--- src/rtl/id_ex_stage_if.sv ---
// rtl/id_ex_stage_if.sv - decode-side bundle and ID/EX register outputs
interface id_ex_stage_if #(
  parameter int DATA_W = 32,
  parameter int REG_W  = 5,
  parameter int CNT_W  = 16
);
  logic [1:0]        PC_ctrl_i;
  logic [4:0]        EX_ctrl_i;
  logic [1:0]        MEM_ctrl_i;
  logic [1:0]        WB_ctrl_i;
  logic [DATA_W-1:0] rs_data_i;
  logic [DATA_W-1:0] rt_data_i;
  logic [DATA_W-1:0] imm_i;
  logic [REG_W-1:0]  rs_i;
  logic [REG_W-1:0]  rt_i;
  logic [REG_W-1:0]  rd_i;

  logic              pc_write_o;
  logic              ifid_write_o;
  logic              ifid_flush_o;
  logic [4:0]        EX_ctrl_o;
  logic [1:0]        MEM_ctrl_o;
  logic [1:0]        WB_ctrl_o;
  logic [DATA_W-1:0] rs_data_o;
  logic [DATA_W-1:0] rt_data_o;
  logic [DATA_W-1:0] imm_o;
  logic [REG_W-1:0]  rs_o;
  logic [REG_W-1:0]  rt_o;
  logic [REG_W-1:0]  wr_reg_o;
  logic [CNT_W-1:0]  stall_cnt_o;

  // decode stage: drives the ID bundle, consumes hold/flush and EX-side values
  modport master (
    output PC_ctrl_i, EX_ctrl_i, MEM_ctrl_i, WB_ctrl_i,
    output rs_data_i, rt_data_i, imm_i, rs_i, rt_i, rd_i,
    input  pc_write_o, ifid_write_o, ifid_flush_o,
    input  EX_ctrl_o, MEM_ctrl_o, WB_ctrl_o,
    input  rs_data_o, rt_data_o, imm_o, rs_o, rt_o, wr_reg_o, stall_cnt_o
  );

  // pipeline register itself
  modport slave (
    input  PC_ctrl_i, EX_ctrl_i, MEM_ctrl_i, WB_ctrl_i,
    input  rs_data_i, rt_data_i, imm_i, rs_i, rt_i, rd_i,
    output pc_write_o, ifid_write_o, ifid_flush_o,
    output EX_ctrl_o, MEM_ctrl_o, WB_ctrl_o,
    output rs_data_o, rt_data_o, imm_o, rs_o, rt_o, wr_reg_o, stall_cnt_o
  );
endinterface

--- src/rtl/id_ex_stage.sv ---
// rtl/id_ex_stage.sv - ID/EX pipeline register with load-use bubble insertion
module id_ex_stage #(
  parameter int DATA_W = 32,
  parameter int REG_W  = 5,
  parameter int CNT_W  = 16
) (
  input  logic         clk_i,
  input  logic         rst_i,
  id_ex_stage_if.slave bus
);
  localparam logic [1:0] MEM_LOAD = 2'b10;  // MEM_cs=1, MEM_we=0

  logic [4:0]        ex_q;
  logic [1:0]        mem_q;
  logic [1:0]        wb_q;
  logic [DATA_W-1:0] rs_data_q;
  logic [DATA_W-1:0] rt_data_q;
  logic [DATA_W-1:0] imm_q;
  logic [REG_W-1:0]  rs_q;
  logic [REG_W-1:0]  rt_q;
  logic [REG_W-1:0]  wr_reg_q;
  logic [CNT_W-1:0]  stall_cnt_q;
  logic              hz;
  logic              unused_pc_sel;

  // jump/branch select is consumed by the PC mux, not by this stage
  assign unused_pc_sel = bus.PC_ctrl_i[0];

  // load in EX whose destination (never $0) feeds either ID source operand
  always_comb begin
    hz = (mem_q == MEM_LOAD) && (wr_reg_q != '0) &&
         ((wr_reg_q == bus.rs_i) || (wr_reg_q == bus.rt_i));
  end

  // on a hazard, hold PC and IF/ID and defer any branch flush to the retry
  assign bus.pc_write_o   = ~hz;
  assign bus.ifid_write_o = ~hz;
  assign bus.ifid_flush_o = ~hz & bus.PC_ctrl_i[1];

  assign bus.EX_ctrl_o   = ex_q;
  assign bus.MEM_ctrl_o  = mem_q;
  assign bus.WB_ctrl_o   = wb_q;
  assign bus.rs_data_o   = rs_data_q;
  assign bus.rt_data_o   = rt_data_q;
  assign bus.imm_o       = imm_q;
  assign bus.rs_o        = rs_q;
  assign bus.rt_o        = rt_q;
  assign bus.wr_reg_o    = wr_reg_q;
  assign bus.stall_cnt_o = stall_cnt_q;

  // latch the ID bundle; a hazard replaces the control fields with a NOP bubble
  always_ff @(posedge clk_i) begin
    if (rst_i) begin
      ex_q        <= '0;
      mem_q       <= '0;
      wb_q        <= '0;
      rs_data_q   <= '0;
      rt_data_q   <= '0;
      imm_q       <= '0;
      rs_q        <= '0;
      rt_q        <= '0;
      wr_reg_q    <= '0;
      stall_cnt_q <= '0;
    end else begin
      ex_q      <= hz ? 5'b0 : bus.EX_ctrl_i;
      mem_q     <= hz ? 2'b0 : bus.MEM_ctrl_i;
      wb_q      <= hz ? 2'b0 : bus.WB_ctrl_i;
      rs_data_q <= bus.rs_data_i;
      rt_data_q <= bus.rt_data_i;
      imm_q     <= bus.imm_i;
      rs_q      <= bus.rs_i;
      rt_q      <= bus.rt_i;
      wr_reg_q  <= bus.EX_ctrl_i[0] ? bus.rd_i : bus.rt_i;
      if (hz && (stall_cnt_q != {CNT_W{1'b1}})) begin
        stall_cnt_q <= stall_cnt_q + 1'b1;
      end
    end
  end
endmodule

--- src/flat_wrapper.sv ---
// flat-port wrapper written by rule: the top's interface ports become plain ports
module id_ex_stage_flat 
#(
  parameter int DATA_W = 32,
  parameter int REG_W  = 5,
  parameter int CNT_W  = 16
)
  (clk_i, rst_i, bus_PC_ctrl_i, bus_EX_ctrl_i, bus_MEM_ctrl_i, bus_WB_ctrl_i, bus_rs_data_i, bus_rt_data_i, bus_imm_i, bus_rs_i, bus_rt_i, bus_rd_i, bus_pc_write_o, bus_ifid_write_o, bus_ifid_flush_o, bus_EX_ctrl_o, bus_MEM_ctrl_o, bus_WB_ctrl_o, bus_rs_data_o, bus_rt_data_o, bus_imm_o, bus_rs_o, bus_rt_o, bus_wr_reg_o, bus_stall_cnt_o);
  id_ex_stage_if #(.DATA_W(DATA_W), .REG_W(REG_W), .CNT_W(CNT_W)) bus_i ();
  input  logic clk_i;
  input  logic rst_i;
  input wire logic [$bits(bus_i.PC_ctrl_i)-1:0] bus_PC_ctrl_i;
  input wire logic [$bits(bus_i.EX_ctrl_i)-1:0] bus_EX_ctrl_i;
  input wire logic [$bits(bus_i.MEM_ctrl_i)-1:0] bus_MEM_ctrl_i;
  input wire logic [$bits(bus_i.WB_ctrl_i)-1:0] bus_WB_ctrl_i;
  input wire logic [$bits(bus_i.rs_data_i)-1:0] bus_rs_data_i;
  input wire logic [$bits(bus_i.rt_data_i)-1:0] bus_rt_data_i;
  input wire logic [$bits(bus_i.imm_i)-1:0] bus_imm_i;
  input wire logic [$bits(bus_i.rs_i)-1:0] bus_rs_i;
  input wire logic [$bits(bus_i.rt_i)-1:0] bus_rt_i;
  input wire logic [$bits(bus_i.rd_i)-1:0] bus_rd_i;
  output wire logic [$bits(bus_i.pc_write_o)-1:0] bus_pc_write_o;
  output wire logic [$bits(bus_i.ifid_write_o)-1:0] bus_ifid_write_o;
  output wire logic [$bits(bus_i.ifid_flush_o)-1:0] bus_ifid_flush_o;
  output wire logic [$bits(bus_i.EX_ctrl_o)-1:0] bus_EX_ctrl_o;
  output wire logic [$bits(bus_i.MEM_ctrl_o)-1:0] bus_MEM_ctrl_o;
  output wire logic [$bits(bus_i.WB_ctrl_o)-1:0] bus_WB_ctrl_o;
  output wire logic [$bits(bus_i.rs_data_o)-1:0] bus_rs_data_o;
  output wire logic [$bits(bus_i.rt_data_o)-1:0] bus_rt_data_o;
  output wire logic [$bits(bus_i.imm_o)-1:0] bus_imm_o;
  output wire logic [$bits(bus_i.rs_o)-1:0] bus_rs_o;
  output wire logic [$bits(bus_i.rt_o)-1:0] bus_rt_o;
  output wire logic [$bits(bus_i.wr_reg_o)-1:0] bus_wr_reg_o;
  output wire logic [$bits(bus_i.stall_cnt_o)-1:0] bus_stall_cnt_o;
  assign bus_i.PC_ctrl_i = bus_PC_ctrl_i;
  assign bus_i.EX_ctrl_i = bus_EX_ctrl_i;
  assign bus_i.MEM_ctrl_i = bus_MEM_ctrl_i;
  assign bus_i.WB_ctrl_i = bus_WB_ctrl_i;
  assign bus_i.rs_data_i = bus_rs_data_i;
  assign bus_i.rt_data_i = bus_rt_data_i;
  assign bus_i.imm_i = bus_imm_i;
  assign bus_i.rs_i = bus_rs_i;
  assign bus_i.rt_i = bus_rt_i;
  assign bus_i.rd_i = bus_rd_i;
  assign bus_pc_write_o = bus_i.pc_write_o;
  assign bus_ifid_write_o = bus_i.ifid_write_o;
  assign bus_ifid_flush_o = bus_i.ifid_flush_o;
  assign bus_EX_ctrl_o = bus_i.EX_ctrl_o;
  assign bus_MEM_ctrl_o = bus_i.MEM_ctrl_o;
  assign bus_WB_ctrl_o = bus_i.WB_ctrl_o;
  assign bus_rs_data_o = bus_i.rs_data_o;
  assign bus_rt_data_o = bus_i.rt_data_o;
  assign bus_imm_o = bus_i.imm_o;
  assign bus_rs_o = bus_i.rs_o;
  assign bus_rt_o = bus_i.rt_o;
  assign bus_wr_reg_o = bus_i.wr_reg_o;
  assign bus_stall_cnt_o = bus_i.stall_cnt_o;
  id_ex_stage #(.DATA_W(DATA_W), .REG_W(REG_W), .CNT_W(CNT_W)) u_core (.clk_i(clk_i), .rst_i(rst_i), .bus(bus_i));
endmodule
--- config.mk ---
export PLATFORM = sky130hd
export DESIGN_NAME = id_ex_stage_flat
export DESIGN_NICKNAME = d
export VERILOG_FILES = /design/src/rtl/id_ex_stage_if.sv /design/src/rtl/id_ex_stage.sv /design/src/flat_wrapper.sv
export SDC_FILE = /design/constraint.sdc
export NUM_CORES = 1
export LEC_CHECK = 0
export CAP_MARGIN = 30
export CORE_ASPECT_RATIO = 1.5
export CORE_MARGIN = 8
export CORE_UTILIZATION = 33
export DETAILED_ROUTE_END_ITERATION = 12
export GPL_ROUTABILITY_DRIVEN = 0
export PLACE_DENSITY = 0.76
export SKIP_LAST_GASP = 1
export SLEW_MARGIN = 20
export SYNTH_ARGS = -nofsm -noshare
export SYNTH_HDL_FRONTEND = slang
export SYNTH_SLANG_ARGS = --single-unit
--- constraint.sdc ---
create_clock -name clk_i -period 2 [get_ports clk_i]
set_input_delay 0.3 -clock clk_i [delete_from_list [all_inputs] [get_ports clk_i]]
set_output_delay 0.3 -clock clk_i [all_outputs]
set_load 0.01 [all_outputs]
==> results.yml, run 1 <==
setup_path:
  cell_chain_of_the_critical_path: "xnor2_2 -> nand3_2 -> o22ai_2 -> nand2_1 -> and2_1 -> clkdlybuf4s15_1"
  r2r.worst_path.cells: 7
  crit_path_start_kind: "flip-flop"
  r2r_slack_ps: 50
  critical_path_class: "flip-flop to primary output"
  worst_setup_path_end_kind: "primary output"
  crit_path_max_incr_delay_ps: 370
  worstPathBufferInverterCount: 1
  highest_delay_cell_along_the_critical_path: "sky130_fd_sc_hd__dfxtp_4"
  regToRegEndpoint: "u_core.bus.stall_cnt_o[0]$_SDFFE_PP0P_"
  cp.arrival_ps: 1750
  crit_family: "simple AND/OR/NAND/NOR gates"
  critical_path_peak_fanout: 4
  r2r_start: "u_core.bus.wr_reg_o[0]$_SDFF_PP0_"
  worst-endpoint-required_ps: 1700
synth:
  synth.ff_latch_count: 136
  synth_top_area_cell: "sky130_fd_sc_hd__dfxtp_1"
  synthesis.area_sq_um: 4240
  synth_enable_flop_cells: 0
  ys_top_cells_by_area: "sky130_fd_sc_hd__dfxtp_1 64%, sky130_fd_sc_hd__nor2b_1 16%, sky130_fd_sc_hd__xnor2_1 2.1%, sky130_fd_sc_hd__a21oi_1 2.0%, sky130_fd_sc_hd__and2_1 1.6%"
  dominantRegCellSynth: "sky130_fd_sc_hd__dfxtp_1"
  synth_cell_count_leaders: "136 x sky130_fd_sc_hd__dfxtp_1, 107 x sky130_fd_sc_hd__nor2b_1, 17 x sky130_fd_sc_hd__a21oi_1, 17 x sky130_fd_sc_hd__clkbuf_1, 11 x sky130_fd_sc_hd__and2_1"
  avgSynthCellArea_sq_um: 11.0
  seq_area_frac_synth: 0.642
  yosys_warnings: 0
  synth.top_cell.area_share: 0.642
  proportion_of_register_bits_with_asynchronous_set_or_reset_after_synthesis: 0
  ys_types: 31
  mappedNetlistNets: 509
  yosys.cell_count.top_type: "sky130_fd_sc_hd__dfxtp_1"
  synthCells: 384
place:
  detailed_placement_wirelength_estimate_mm: 11.5
  port_bufs: 261
  post-place-cells: 793
  dp_slack_ps: -391
route:
  post_drt_via_cell_ratio: 4.55
  detail_route.wl_per_cell_um: 17.8
  detail_route.first_pass.iterations: 6
  post-route-drc-count: 0
  drt-total-wl_mm: 14.8
  drt_iter0_markers: 100
  route.vias.total: 3776
  final_antenna_net_count: 0
cts:
  htree_num_levels: 4
  clk_pin_slew_ps: 60
  cts_hold_buffers: 0
  cts-root-to-sink-buffers: 2
  insertion_delay_ps: 400
  cts_tree: "yes"
  number_of_buffers_created_by_cts: 17
  clock_sink_count: 136
  cts-root-buf: "sky130_fd_sc_hd__clkbuf_16"
min_path:
  holdCritStartpoint: "bus_rs_i[4]"
  worstHoldEndpoint: "u_core.bus.rs_o[4]$_SDFF_PP0_"
  min_delay_path_depth: 2
  min_delay_worst_type: "input port to flip-flop"
finish:
  final_cells: 829
  fin_nets: 784
  final_util: 0.625
  syn2layout_area_growth_pct: 84.5
  post_route_cells_drive_above_1_share: 0.103
flow_run:
  max_cap_violations: 0
global_routing:
  grt_start_max_net_pins: 81
  antenna_found_initial: 1
  grt_overflow_total: 0
  number_of_global_route_vias_before_repair: 4041
  grt_pass1_wl_mm: 21.8
  track_usage: 0.172
floorplanning:
  placeableCoreArea_sq_um: 12500
  dieWidth_um: 109
  row_count: 50
  die_outline_area_sq_um: 16800
  die_h_um: 155
  boundaryPins: 263
  initial_core_util: 0.339
outcome:
  outcome: "finished with violations"
  violations: "setup timing"
sta:
  timing.slew.headroom: 0.590
  pin_slew_with_the_least_headroom_to_its_limit_ps: 615
  fin_crit_ps: 2050
  finalHoldViolations: 0
  post-route-period-util: 1.02
  layout_setup_ws_ps: -47.1
  max_freq_mhz: 488
  fin_tns_setup_ps: -47.1
  setup_repair_after_global_routing_missed_its_margin: "yes"
  fin_skew_ps: 11.2
  timing_max_transition_violations_final: 0
  finalSetupViolations: 1
power:
  power_density_normalized_to_cell_area_nw_per_um2: 881
  total_power_mw: 6.89
  power.static_leakage_nw: 3.04
  worst_ir_drop_vdd_uv: 564
-- logic make-up after synthesis --
| kind of cell | synth area share |
|---|---|
| muxes | 0.0145 |
| DFF | 0.642 |
| AOI/OAI and AO/OA | 0.0464 |
| adders and majority gates | 0.00295 |
| buffers and inverters | 0.0224 |
| and+or+nand+nor | 0.251 |
| xor gates and xnor gates | 0.0207 |
-- worst max path at each step --
stage                                        endpoint  cells past startpoint                              startpoint  slack [ps]
2_1_floorplan  u_core.bus.stall_cnt_o[8]$_SDFFE_PP0P_                      7  u_core.bus.stall_cnt_o[0]$_SDFFE_PP0P_         100
6_report                             bus_ifid_flush_o                      6       u_core.bus.wr_reg_o[0]$_SDFF_PP0_         -50
3_5_place_dp                         bus_ifid_flush_o                      7                             bus_rs_i[0]        -390
4_1_cts                              bus_ifid_flush_o                      6       u_core.bus.wr_reg_o[1]$_SDFF_PP0_        -130
3_3_place_gp                         bus_ifid_flush_o                      7                             bus_rt_i[0]        -350
5_1_grt                              bus_ifid_flush_o                      6       u_core.bus.wr_reg_o[4]$_SDFF_PP0_        -140
-- registers in the layout, indices dropped and copies added, names as in the netlist --
signal	cells
u_core.bus.WB_ctrl_o	2
u_core.bus.wr_reg_o	5
u_core.bus.MEM_ctrl_o	2
u_core.bus.EX_ctrl_o	5
u_core.bus.rt_o	5
u_core.bus.stall_cnt_o	16
u_core.bus.rs_o	5
u_core.bus.rt_data_o	32
u_core.bus.rs_data_o	32
u_core.bus.imm_o	32
-- metrics by stage --
step                      cell area, sq um  hold WS (ps)
after floorplan                       4240           422
after global placement                7060           482
after detailed placement              7060           499
after CTS                             7680           288
after global routing                  7820           225
final                                 7820           236
-- report_power, final --
group          total, mW  switching (mW)  internal [mW]
combinational      0.839           0.301          0.538
clock               3.16            1.22           1.94
sequential          2.89          0.0475           2.84
-- cells in the final DEF, fill, tap and decap left out, types with 3 or more instances in the layout --
master / count
sky130_fd_sc_hd__nor2_1: 7
sky130_fd_sc_hd__o21ai_0: 10
sky130_fd_sc_hd__and2_1: 11
sky130_fd_sc_hd__or3_1: 9
sky130_fd_sc_hd__inv_6: 5
sky130_fd_sc_hd__dfxtp_4: 3
sky130_fd_sc_hd__clkdlybuf4s50_1: 249
sky130_fd_sc_hd__and4_1: 4
sky130_fd_sc_hd__or4_1: 5
sky130_fd_sc_hd__nor2b_1: 107
sky130_fd_sc_hd__dfxtp_1: 131
sky130_fd_sc_hd__xnor2_2: 7
sky130_fd_sc_hd__clkbuf_16: 17
sky130_fd_sc_hd__mux2i_1: 5
sky130_fd_sc_hd__nand4_1: 9
sky130_fd_sc_hd__clkinv_4: 3
sky130_fd_sc_hd__buf_4: 16
sky130_fd_sc_hd__dlymetal6s2s_1: 8
sky130_fd_sc_hd__nand3_1: 5
sky130_fd_sc_hd__nand2_1: 6
sky130_fd_sc_hd__a21oi_1: 17
sky130_fd_sc_hd__and3_1: 4
sky130_fd_sc_hd__o31ai_1: 5
-- worst reg2reg max path, cell delays in order, from the launching register on --
cell,delay (ps)
sky130_fd_sc_hd__dfxtp_4,370
sky130_fd_sc_hd__xnor2_2,180
sky130_fd_sc_hd__nand3_2,110
sky130_fd_sc_hd__buf_4,150
sky130_fd_sc_hd__o22a_2,340
sky130_fd_sc_hd__buf_4,230
sky130_fd_sc_hd__or3_1,350
sky130_fd_sc_hd__a21oi_1,150
-- metal layers --
metal	global-route usage	vias to the layer above	share of wire
met5	0	-	0
met4	0.0897	0	0.033
met3	0.121	30	0.14
met2	0.296	199	0.52
met1	0.142	1727	0.31
li1	-	1820	-
-- what timing repair did --
| item | CTS | global route |
|---|---|---|
| cloned | 0 | 0 |
| resized for setup | 9 | 25 |
| setup buffers | 0 | 3 |
| endpoints found under the setup margin | 3 | 16 |
| pin swaps | 1 | 8 |
-- layout make-up --
cell class,count,area (sq um)
multi-input combinational,226,1510
clock inverter,13,156
antenna,1,2.50
tap,156,195
fill,1000,4690
timing repair buffer,277,2760
sequential,136,2740
clock buffer,19,453
inverter,1,3.75
(Power assumes the default switching activity.)
==> run 2: changes to the inputs <==
--- a/config.mk
+++ b/config.mk
@@ -7,7 +7,7 @@
 export LEC_CHECK = 0
 export CAP_MARGIN = 30
 export CORE_ASPECT_RATIO = 1.5
-export CORE_MARGIN = 8
+export CORE_MARGIN = 4
 export CORE_UTILIZATION = 33
 export DETAILED_ROUTE_END_ITERATION = 12
 export GPL_ROUTABILITY_DRIVEN = 0
==> run 2 against run 1 <==
The flow now finishes without violations; final cell count decreased by 0.24%; critical path depth unchanged; worst setup slack improved by 81 ps; utilization decreased by 0.49 points; die area decreased by 12%; global-route usage increased by 0.59 points; wire length decreased by 8.6%; via count decreased by 0.77%; worst hold slack got worse by 38 ps; sequential power about the same; critical path type is now input port to primary output; highest routed layer unchanged.
==> results.yml, run 2 (synthesis results as in run 1) <==
outcome:
  outcome: "completed"
setup_path:
  worst_setup_path_end_kind: "primary output"
  cp.arrival_ps: 1670
  r2r_start: "u_core.bus.wr_reg_o[2]$_SDFF_PP0_"
  critical_path_peak_fanout: 3
  critical_path_class: "input port to primary output"
  r2r.worst_path.cells: 6
  r2r_slack_ps: 130
  worst-endpoint-required_ps: 1700
  crit_path_start_kind: "input port"
  regToRegEndpoint: "u_core.bus.stall_cnt_o[5]$_SDFFE_PP0P_"
place:
  port_bufs: 261
  detailed_placement_wirelength_estimate_mm: 10.3
  dp_slack_ps: -402
  post-place-cells: 795
global_routing:
  antenna_found_initial: 0
  track_usage: 0.178
  grt_start_max_net_pins: 75
  grt_pass1_wl_mm: 20.1
  number_of_global_route_vias_before_repair: 3979
  grt_overflow_total: 0
min_path:
  min_delay_worst_type: "input port to flip-flop"
  min_delay_path_depth: 2
  holdCritStartpoint: "bus_rt_i[1]"
  worstHoldEndpoint: "u_core.bus.rt_o[1]$_SDFF_PP0_"
power:
  power_density_normalized_to_cell_area_nw_per_um2: 849
  portion_of_total_power_attributed_to_the_clock_network: 0.436
  worst_ir_drop_vdd_uv: 665
  power.switching_fraction: 0.236
  switchingPower_mw: 1.55
  power_report.internal_total_mw: 5.04
  sequentialPowerShare: 0.438
  power.share.combinational: 0.126
  total_power_mw: 6.59
  power.static_leakage_nw: 2.99
finish:
  post_route_cells_drive_above_1_share: 0.106
  multiInputGateArea_sq_um: 1530
  final_cells: 827
  fin_nets: 783
  final_util: 0.620
  syn2layout_area_growth_pct: 83.1
  layout.cells.most_common: "sky130_fd_sc_hd__clkdlybuf4s50_1"
  commonest_cells_after_routing_fill_and_taps_aside: "249 x sky130_fd_sc_hd__clkdlybuf4s50_1, 131 x sky130_fd_sc_hd__dfxtp_1, 107 x sky130_fd_sc_hd__nor2b_1"
  insertedDiodeCount: 0
  n_fill_cell: 1029
  register_area_sq_um: 2740
floorplanning:
  die_outline_area_sq_um: 14800
  die_h_um: 147
  dieWidth_um: 101
  placeableCoreArea_sq_um: 12500
  initial_core_util: 0.339
  boundaryPins: 263
  row_count: 50
sta:
  pin_slew_with_the_least_headroom_to_its_limit_ps: 461
  fin_crit_ps: 1970
  finalSetupViolations: 0
  fin_skew_ps: 6.18
  post-route-period-util: 0.983
  max_freq_mhz: 509
  timing.slew.headroom: 0.692
  timing_max_transition_violations_final: 0
  fin_tns_setup_ps: 0
  finalHoldViolations: 0
  layout_setup_ws_ps: 33.9
route:
  post_drt_via_cell_ratio: 4.53
  drt-total-wl_mm: 13.5
  detail_route.wl_per_cell_um: 16.3
  detail_route.first_pass.iterations: 4
  drt_iter0_markers: 78
  post-route-drc-count: 0
  final_antenna_net_count: 0
  route.vias.total: 3747
cts:
  insertion_delay_ps: 410
  htree_num_levels: 4
  cts_hold_buffers: 0
  cts-root-to-sink-buffers: 2
  post_cts_buffers: 0
  clock_sink_count: 136
  cts_tree: "yes"
  number_of_buffers_created_by_cts: 17
  cts-root-buf: "sky130_fd_sc_hd__clkbuf_16"
  clk_pin_slew_ps: 60
flow_run:
  max_cap_violations: 0
## run 2: worst max-delay path: stages
cell and delay (ps):
sky130_fd_sc_hd__clkdlybuf4s50_1 540, sky130_fd_sc_hd__xnor2_2 150, sky130_fd_sc_hd__nand3_2 120, sky130_fd_sc_hd__o22ai_2 190
sky130_fd_sc_hd__nand2_2 80, sky130_fd_sc_hd__dlygate4sd2_1 290
## run 2: worst max path at each step
| stage | from | end | slack (ps) | cells after the start |
|---|---|---|---|---|
| 3_5_place_dp | bus_rt_i[0] | u_core.bus.stall_cnt_o[15]$_SDFFE_PP0P_ | -400 | 6 |
| 3_3_place_gp | bus_rt_i[0] | bus_ifid_flush_o | -380 | 7 |
| 4_1_cts | u_core.bus.wr_reg_o[4]$_SDFF_PP0_ | bus_ifid_flush_o | -90 | 6 |
| 2_1_floorplan | u_core.bus.stall_cnt_o[0]$_SDFFE_PP0P_ | u_core.bus.stall_cnt_o[8]$_SDFFE_PP0P_ | 100 | 7 |
| 5_1_grt | bus_rs_i[2] | bus_ifid_flush_o | -20 | 7 |
| 6_report | bus_rs_i[2] | bus_pc_write_o | 30 | 6 |
## run 2: area by class of cell
type                    instances  share of cell area
repair buffers                276               0.354
multi-input cells             226               0.197
flip-flops and latches        136               0.353
inverters                       1            0.000484
clock inverters                12              0.0121
clock buffers                  20              0.0589
well taps                     156              0.0252
## run 2: metal layers
layer | up-vias | routed length [um] | track usage
li1 | 1812 | - | -
met1 | 1737 | 4350 | 0.166
met2 | 176 | 7540 | 0.332
met3 | 22 | 1270 | 0.0765
met4 | 0 | 340 | 0.0722
met5 | - | 0 | 0
## run 2: power by group through the flow
stage / Sequential, mW / Combinational, mW / Clock, mW
global route: 2.90 / 0.881 / 3.04
finish: 2.89 / 0.829 / 2.87
detailed placement: 2.95 / 0.806 / 0
global placement: 2.94 / 0.795 / 0
CTS: 2.89 / 0.813 / 2.92
floorplan: 3.01 / 0.172 / 0
## run 2: stage by stage
step | hold WS (ps) | instance area, sq um
2_1_floorplan | 422 | 4240
3_3_place_gp | 479 | 7080
3_5_place_dp | 526 | 7080
4_1_cts | 238 | 7640
5_1_grt | 217 | 7760
6_report | 199 | 7760
## run 2: repair_timing
action,CTS,global route
cloned,0,0
gates resized for setup,11,28
pin swaps,0,9
setup endpoints to repair,3,12
